## src/rtl/vga_scanout.sv

```systemverilog
// Raster timing generator and RGB332 framebuffer scanout, outputs aligned to a RD_LAT-clock video RAM.
// Defining SCANOUT_LINE_IRQ_EN adds the irq_line input and the line_irq raster-compare pulse.
module vga_scanout #(
    parameter int H_ACTIVE  = 1024,
    parameter int H_FP      = 24,
    parameter int H_SYNC    = 136,
    parameter int H_BP      = 160,
    parameter int V_ACTIVE  = 768,
    parameter int V_FP      = 3,
    parameter int V_SYNC    = 6,
    parameter int V_BP      = 29,
    parameter bit HSYNC_POL = 1'b0,
    parameter bit VSYNC_POL = 1'b0,
    parameter int ADDR_W    = 16,
    parameter int RD_LAT    = 1,
    parameter int PIX_SHIFT = 2,
    parameter int FB_STRIDE = 256
) (
    input  logic              clk,
    input  logic              reset,
    input  logic [ADDR_W-1:0] fb_base,
    output logic [ADDR_W-1:0] vpu_addr,
    input  logic [7:0]        vpu_data,
    output logic [3:0]        vgaR,
    output logic [3:0]        vgaG,
    output logic [3:0]        vgaB,
    output logic              vgaH,
    output logic              vgaV,
    output logic              vga_de,
`ifdef SCANOUT_LINE_IRQ_EN
    input  logic [10:0]       irq_line,
    output logic              line_irq,
`endif
    output logic              frame_start
);

    localparam int H_TOTAL  = H_ACTIVE + H_FP + H_SYNC + H_BP;
    localparam int V_TOTAL  = V_ACTIVE + V_FP + V_SYNC + V_BP;
    localparam int HC_W     = $clog2(H_TOTAL);
    localparam int VC_W     = $clog2(V_TOTAL);
    localparam int PIX_MASK = (1 << PIX_SHIFT) - 1;

    // Control flags travelling alongside the RAM read; sync fields hold pin levels.
    typedef struct packed {
        logic de;
        logic hs;
        logic vs;
        logic fs;
    } stage_t;

    localparam stage_t STAGE_RST = '{de: 1'b0, hs: ~HSYNC_POL, vs: ~VSYNC_POL, fs: 1'b0};

    logic [HC_W-1:0]   hcnt_q, hcnt_d;
    logic [VC_W-1:0]   vcnt_q, vcnt_d;
    logic [ADDR_W-1:0] row_base_q, row_base_d;
    logic [ADDR_W-1:0] eff_base;
    logic              h_wrap, v_wrap, active_line, active, hsync, vsync, frame_top;
    stage_t            stage_d;
    stage_t            pipe_q [RD_LAT+1];
    logic [11:0]       rgb_q;

    always_comb begin
        // NOTE: every signal written here gets a default first, so no path can infer a latch.
        hcnt_d      = hcnt_q + 1'b1;
        vcnt_d      = vcnt_q;
        h_wrap      = (hcnt_q == HC_W'(H_TOTAL - 1));
        v_wrap      = (vcnt_q == VC_W'(V_TOTAL - 1));
        frame_top   = (hcnt_q == '0) && (vcnt_q == '0);
        active_line = int'(vcnt_q) < V_ACTIVE;
        active      = active_line && (int'(hcnt_q) < H_ACTIVE);
        hsync       = (int'(hcnt_q) >= H_ACTIVE + H_FP) && (int'(hcnt_q) < H_ACTIVE + H_FP + H_SYNC);
        vsync       = (int'(vcnt_q) >= V_ACTIVE + V_FP) && (int'(vcnt_q) < V_ACTIVE + V_FP + V_SYNC);

        if (h_wrap) begin
            hcnt_d = '0;
            vcnt_d = v_wrap ? '0 : vcnt_q + 1'b1;
        end

        // The first dot of a frame must already fetch from the new base, so bypass the register.
        eff_base   = frame_top ? fb_base : row_base_q;
        row_base_d = eff_base;
        if (h_wrap && active_line && ((int'(vcnt_q) & PIX_MASK) == PIX_MASK)) begin
            row_base_d = eff_base + ADDR_W'(FB_STRIDE);
        end

        vpu_addr = active ? eff_base + ADDR_W'(hcnt_q >> PIX_SHIFT) : eff_base;

        stage_d.de = active;
        stage_d.hs = hsync ? HSYNC_POL : ~HSYNC_POL;
        stage_d.vs = vsync ? VSYNC_POL : ~VSYNC_POL;
        stage_d.fs = frame_top;
    end

    always_ff @(posedge clk) begin
        // NOTE: state updates use non-blocking assignments so every flop samples pre-edge values.
        if (reset) begin
            hcnt_q     <= '0;
            vcnt_q     <= '0;
            row_base_q <= '0;
            rgb_q      <= '0;
            for (int i = 0; i <= RD_LAT; i++) begin
                pipe_q[i] <= STAGE_RST;
            end
        end else begin
            hcnt_q     <= hcnt_d;
            vcnt_q     <= vcnt_d;
            row_base_q <= row_base_d;
            pipe_q[0]  <= stage_d;
            for (int i = 1; i <= RD_LAT; i++) begin
                pipe_q[i] <= pipe_q[i-1];
            end
            // RAM data for a dot arrives together with stage RD_LAT-1 of that dot's flags.
            rgb_q <= pipe_q[RD_LAT-1].de
                   ? {vpu_data[7:5], vpu_data[7], vpu_data[4:2], vpu_data[4], vpu_data[1:0], vpu_data[1:0]}
                   : 12'h000;
        end
    end

    assign vga_de           = pipe_q[RD_LAT].de;
    assign vgaH             = pipe_q[RD_LAT].hs;
    assign vgaV             = pipe_q[RD_LAT].vs;
    assign frame_start      = pipe_q[RD_LAT].fs;
    assign {vgaR, vgaG, vgaB} = rgb_q;

`ifdef SCANOUT_LINE_IRQ_EN
    // Raster compare taps the live counters, ahead of the pixel pipeline.
    assign line_irq = !reset && (int'(hcnt_q) == H_ACTIVE) && (int'(vcnt_q) == int'(irq_line));
`endif

endmodule
```

## config.mk

```make
export PLATFORM = sky130hd
export DESIGN_NAME = vga_scanout
export DESIGN_NICKNAME = d
export VERILOG_FILES = /design/src/rtl/vga_scanout.sv
export SDC_FILE = /design/constraint.sdc
export NUM_CORES = 1
export LEC_CHECK = 0
export CAP_MARGIN = 20
export CORE_AREA = 3 3 82 84
export CTS_CLUSTER_DIAMETER = 120
export DETAILED_ROUTE_END_ITERATION = 6
export DIE_AREA = 0 0 85 87
export PLACE_DENSITY = 0.79
export RECOVER_POWER = 25
export SYNTH_ARGS = -nofsm -noshare
export SYNTH_HDL_FRONTEND = slang
export SYNTH_SLANG_ARGS = --single-unit
```

## constraint.sdc

```tcl
create_clock -name clk -period 9.61 [get_ports clk]
set_input_delay 1.922 -clock clk [delete_from_list [all_inputs] [get_ports clk]]
set_output_delay 1.922 -clock clk [all_outputs]
set_load 0.005 [all_outputs]
```

==> qor.txt, run 1 <==
GRT overflow - 0
Register Area - 1061 µm²
Worst Setup End Kind - primary output
Distinct cells, synth - 46
vias per inst - 5.452
post-CTS sizing - 0
status - completed
CP Launch Type - register
Die Y - 87 µm
RR Startpoint - vcnt_q[0]
Reg2Reg Setup Slack - 6630 ps
clk sinks - 53
first-pass GRT wire length - 11.34 mm
Final WS setup - 2244 ps
final hold slack - 424.6 ps
drt first-iter violations - 113
Max Cap Viol - 0
most frequent cells in the layout - clkdlybuf4s50_1 (56), dfxtp_1 (53), nor2_1 (50)
syn nets - 402
Mapped Cells - 358
R2R cell count - 12
CP Class - register to primary output
Async S/R FF share, synth - 0%
via count - 2,644
#FFs+latches synth - 53
WL per Instance - 13.48 µm
Peak Freq - 135.8 MHz
clock share of power - 28.4%
CTS tree - done
final hold violations - 0
H-tree levels - 2
P per Cell Area - 131.3 nW/µm²
area grow syn2layout - 22.58%
Switching Power - 141.9 µW
internal power - 345.8 µW
antenna-violating nets left - 0
Multi-input gate area - 1823 µm²
# setup viols final - 0
I/O Buffers - 57
Sequential Power Share - 48.2%
fin crit share - 76.65%
clock root cell - clkbuf_8
CORE AREA - 5991 µm²
Final #Nets - 453
Worst VDD drop - 0.08417 mV
total setup buffers inserted after CTS - 0
pre-CTS setup slack - 2503 ps
Worst Path Max Fanout - 14
Die Width - 85 µm
DIE AREA - 7395 µm²
switching share of power - 29.10%
crit path from - vcnt_q[0]
CTS Hold Bufs - 0
Critical Path RT - 7690 ps
Synth area leader - dfxtp_1
HP Class - register to register
DP HPWL - 4.937 mm
largest net degree at the start of global routing - 32
commonest non-fill, non-tap cell in the layout - clkdlybuf4s50_1
vias in the first global route - 2,587
synth top area cells - dfxtp_1 (35%), ha_1 (7.0%), mux2i_1 (6.3%)
overall power - 487.8 µW
synthesized cell area - 3030 µm²
HP Start - pipe_q[0][2]
critical path capture point - vpu_addr[14]
clock insertion delay at the later pin of the skew report - 320 ps
Ys Warns - 0
GR Util All Layers - 18.31%
Leak Pwr - 0.001543 µW
CTS buffer count - 5
Mean Syn Cell Area - 8.465 µm²
Post-synth EDFFs - 0
TNS Setup - 0 ps
ANT cells - 0
GP Congestion - 0.8331
DRC Markers - 0
Initial Utilization - 50.58%
Final Routed Wirelength - 6.540 mm
Final min period - 7366 ps
worst slew pin tran - 1443 ps
Synth Flop Type - dfxtp_1
clk buf depth - 2
Slew HR - 3.776%
clk slew on worst S/H paths - 110 ps
RSZ-0062 raised after global routing - no
Max Transition Viols Final - 0
layout cells sized above 1 - 4.390%
combinational power share - 23.4%
FF-to-FF End - row_base_q[12]
first-pass detailed-route iteration total - 4
row count - 28
share of the synthesized area in the top cell type - 35.01%
worst clock skew - 12.67 ps
num ports - 58
initial antenna violation count - 0
sequential area share after synthesis - 35.01%
crit path DAT - 5440 ps
Filler cells - 503
## Yosys cell counts (all sizes together), types with 2 or more instances
cell / count
nand3: 20
a21oi: 22
nor2b: 4
dfxtp: 53
or4b: 2
nand2b: 3
nor4: 4
and2: 11
xor2: 13
and3: 7
o21a: 2
mux2i: 19
nor2: 51
nor3: 9
o211ai: 7
clkbuf: 8
inv: 18
ha: 17
a211oi: 2
nand4: 5
and4: 4
nand2: 22
a21o: 7
o21ai: 11
buf: 6
or2: 3
xnor2: 17
## power groups by stage
| stage | Combinational [µW] | Sequential, µW | Clock, µW |
|---|---|---|---|
| finish | 114 | 235 | 139 |
| global placement | 113 | 240 | 0 |
| global route | 127 | 236 | 149 |
| detailed placement | 114 | 240 | 0 |
| floorplan | 66.5 | 239 | 0 |
| CTS | 115 | 235 | 141 |
## state kept, by name (all words and copies together), names as in the netlist
| signal | flops |
|---|---|
| pipe_q | 8 |
| row_base_q | 16 |
| hcnt_q | 11 |
| rgb_q | 8 |
| vcnt_q | 10 |
## metrics by stage
step                area (µm²)  instances  utilization [%]
floorplan                 3030        358                -
CTS                       3719        485            62.07
global placement          3623        477            60.48
global route              3715        485            62.01
finish                    3715        485            62.01
detailed placement        3623        477            60.48
## layer usage
layer	up-vias	GRT usage, %	share of wire (%)
li1	1329	-	-
met1	1240	22.44	46
met2	68	32.70	48
met3	7	4.068	5.0
met4	0	4.173	0.64
met5	-	0	0
## worst min path at each step
stage / to / cells past startpoint
floorplan: pipe_q[0][5] / 1
global placement: pipe_q[0][5] / 1
detailed placement: pipe_q[0][5] / 1
CTS: pipe_q[0][6] / 1
global route: pipe_q[0][6] / 1
finish: pipe_q[0][6] / 1
## critical path, cell delays in order, from the launching register on
cell             delay (ps)
dfxtp_1                 400
inv_1                   120
ha_1                    140
nor4bb_1                410
nand3_1                 280
nor2_2                  730
mux2i_1                 360
inv_1                    70
ha_1                    220
fa_1                    450
a211oi_1                280
o211ai_1                170
a31oi_1                 540
nor2_1                  140
xnor2_1                 150
a21oi_1                 130
clkdlybuf4s50_1         510
## layout make-up
cell class / count / share of cell area (%)
flip-flops and latches: 53 / 28.56
clock inverters: 3 / 0.7073
repair buffers: 58 / 15.46
inverters: 18 / 1.819
well taps: 75 / 2.526
multi-input cells: 273 / 49.07
clock buffers: 5 / 1.852
## kinds of logic after synthesis
family                   count (synthesis)  share of synthesized area, %
AND/OR/NAND/NOR                        150                         26.01
AO/OA/AOI/OAI                           56                         11.52
flip-flops                              53                         35.01
buffers and inverters                   32                         4.831
XOR/XNOR                                30                         8.670
multiplexers                            19                         6.276
adder cells (fa/ha/maj)                 18                         7.679
No activity file was read; power rests on OpenSTA's default activity.
==> run 2, diff against run 1 <==
clock period = 7.45 ns   (was 9.61 ns; I/O delays follow)
==> run 2 against run 1 <==
  * Sequential power is 29% higher
  * Largest power group unchanged
  * Largest cell class unchanged
  * Die area stayed put
  * Sequential cell count stayed put
==> qor.txt, run 2 (synthesis gave the netlist of run 1 again) <==
Die Width - 85 µm
ANT cells - 0
initial antenna violation count - 0
antenna-violating nets left - 0
Final #Nets - 454
CP Class - register to primary output
worst slew pin tran - 1392 ps
HP Class - register to register
critical-path cell list - inv_1, ha_1, nor4bb_1, nand3_1, nor2_2, buf_4, mux2i_1, inv_1, fa_1, a211oi_1, o211ai_1, a31oi_1, nor2_1, xnor2_1, a21oi_1, clkdlybuf4s50_1
DRC Markers - 0
total setup buffers inserted after CTS - 0
critical path depth - 16
first-pass detailed-route iteration total - 4
Placement Cell Area - 3631 µm²
post-CTS sizing - 0
drt first-iter violations - 132
GRT overflow - 0
clock root cell - clkbuf_8
Max Cap Viol - 0
crit path DAT - 5210 ps
max reg flops - 16
final hold violations - 0
leading registers by flop count - row_base_q: 16 flops, hcnt_q: 11 flops, vcnt_q: 10 flops
Peak Freq - 149.2 MHz
GR Util All Layers - 17.62%
clk slew on worst S/H paths - 100 ps
fin area - 3725 µm²
vias in the first global route - 2,432
area grow syn2layout - 22.91%
Hold Crit Depth - 1
Leak Pwr - 0.001549 µW
Top delay family on crit path - simple AND/OR/NAND/NOR gates
RSZ-0062 raised after global routing - no
overall power - 625.3 µW
commonest non-fill, non-tap cell in the layout - clkdlybuf4s50_1
Critical Path RT - 5960 ps
clk buf depth - 2
Worst Path Max Fanout - 8
worst clock skew - 7.358 ps
CP peak stage delay - 570 ps
largest net degree at the start of global routing - 32
I/O Buffers - 57
cell count after placement - 478
fin crit share - 89.94%
R2R cell count - 12
# setup viols final - 0
Slew HR - 7.220%
Worst VDD drop - 0.1010 mV
CP Launch Type - register
clk sinks - 53
Slowest cell on crit path - a31oi_1
layout cells sized above 1 - 4.623%
status - completed
CTS Hold Bufs - 0
CORE AREA - 5991 µm²
P per Cell Area - 167.9 nW/µm²
most frequent CP cell - inv_1
DP HPWL - 4.906 mm
H-tree levels - 2
Top reg by flops - row_base_q
Worst Setup End Kind - primary output
final hold slack - 416.5 ps
first-pass GRT wire length - 10.90 mm
clock insertion delay at the later pin of the skew report - 310 ps
via count - 2,620
Die Y - 87 µm
Initial Utilization - 50.58%
Max Transition Viols Final - 0
DIE AREA - 7395 µm²
WL per Instance - 13.35 µm
most frequent cells in the layout - clkdlybuf4s50_1 (56), dfxtp_1 (53), nor2_1 (50)
CTS buffer count - 5
GP Congestion - 0.8883
row count - 28
Final min period - 6700 ps
CTS tree - done
num ports - 58
Final Routed Wirelength - 6.489 mm
number of buffers and inverters on the critical path - 4
vias per inst - 5.391
TNS Setup - 0 ps
non-filler cells, final - 486
-- run 2: cell count changes in the layout (fill, tap and decap cells not counted) --
cell	before	now
inv_8	0	1
buf_4	0	1
inv_6	3	1
clkinv_4	0	1
-- run 2: worst paths after layout --
kind,from,slack [ps],endpoint
setup / recovery,vcnt_q[0],750,vpu_addr[14]
hold reg to reg,pipe_q[0][1],420,pipe_q[0][5]
setup reg to reg,vcnt_q[0],4530,row_base_q[12]
hold / removal,pipe_q[0][1],420,pipe_q[0][5]
-- run 2: layout make-up --
cell class                 instances  area, µm²
tap                               75      93.84
timing repair buffer              59      581.8
clock buffer                       5      68.82
sequential                        53       1061
fill                             518       2266
multi-input combinational        273       1823
inverter                          18      67.56
clock inverter                     3      28.78
-- run 2: metal layers --
metal | share of wire [%] | global-route usage (%)
met1 | 47 | 23.27
met3 | 4.4 | 2.838
met4 | 0.65 | 3.453
met5 | 0 | 0
met2 | 48 | 30.51
-- run 2: power breakdown --
group | internal, µW | switching (µW)
sequential | 296 | 6.73
clock | 70.5 | 103
combinational | 80.6 | 68.5
-- run 2: worst reg2reg max path, stage by stage, from the launching register on --
cell	delay (ps)
dfxtp_1	390
inv_1	110
ha_1	140
nor4bb_1	410
and3_1	300
nand2_1	210
mux2i_1	340
inv_1	120
ha_1	220
nand4_1	170
o21bai_1	160
xnor2_1	140
nor2_1	50
-- run 2: per-stage QoR --
step / util (%) / setup slack [ps]
final: 62.18 / 749.7
after global routing: 62.18 / 235.5
after CTS: 62.24 / 709.2
after detailed placement: 60.61 / 1125
after global placement: 60.61 / 1293
after floorplan: - / 2187
==> run 3, diff against run 2 <==
SLEW_MARGIN = 20   (was default)
==> results of run 3 <==
The final DEF is identical to that of run 2; final timing and power are the same.
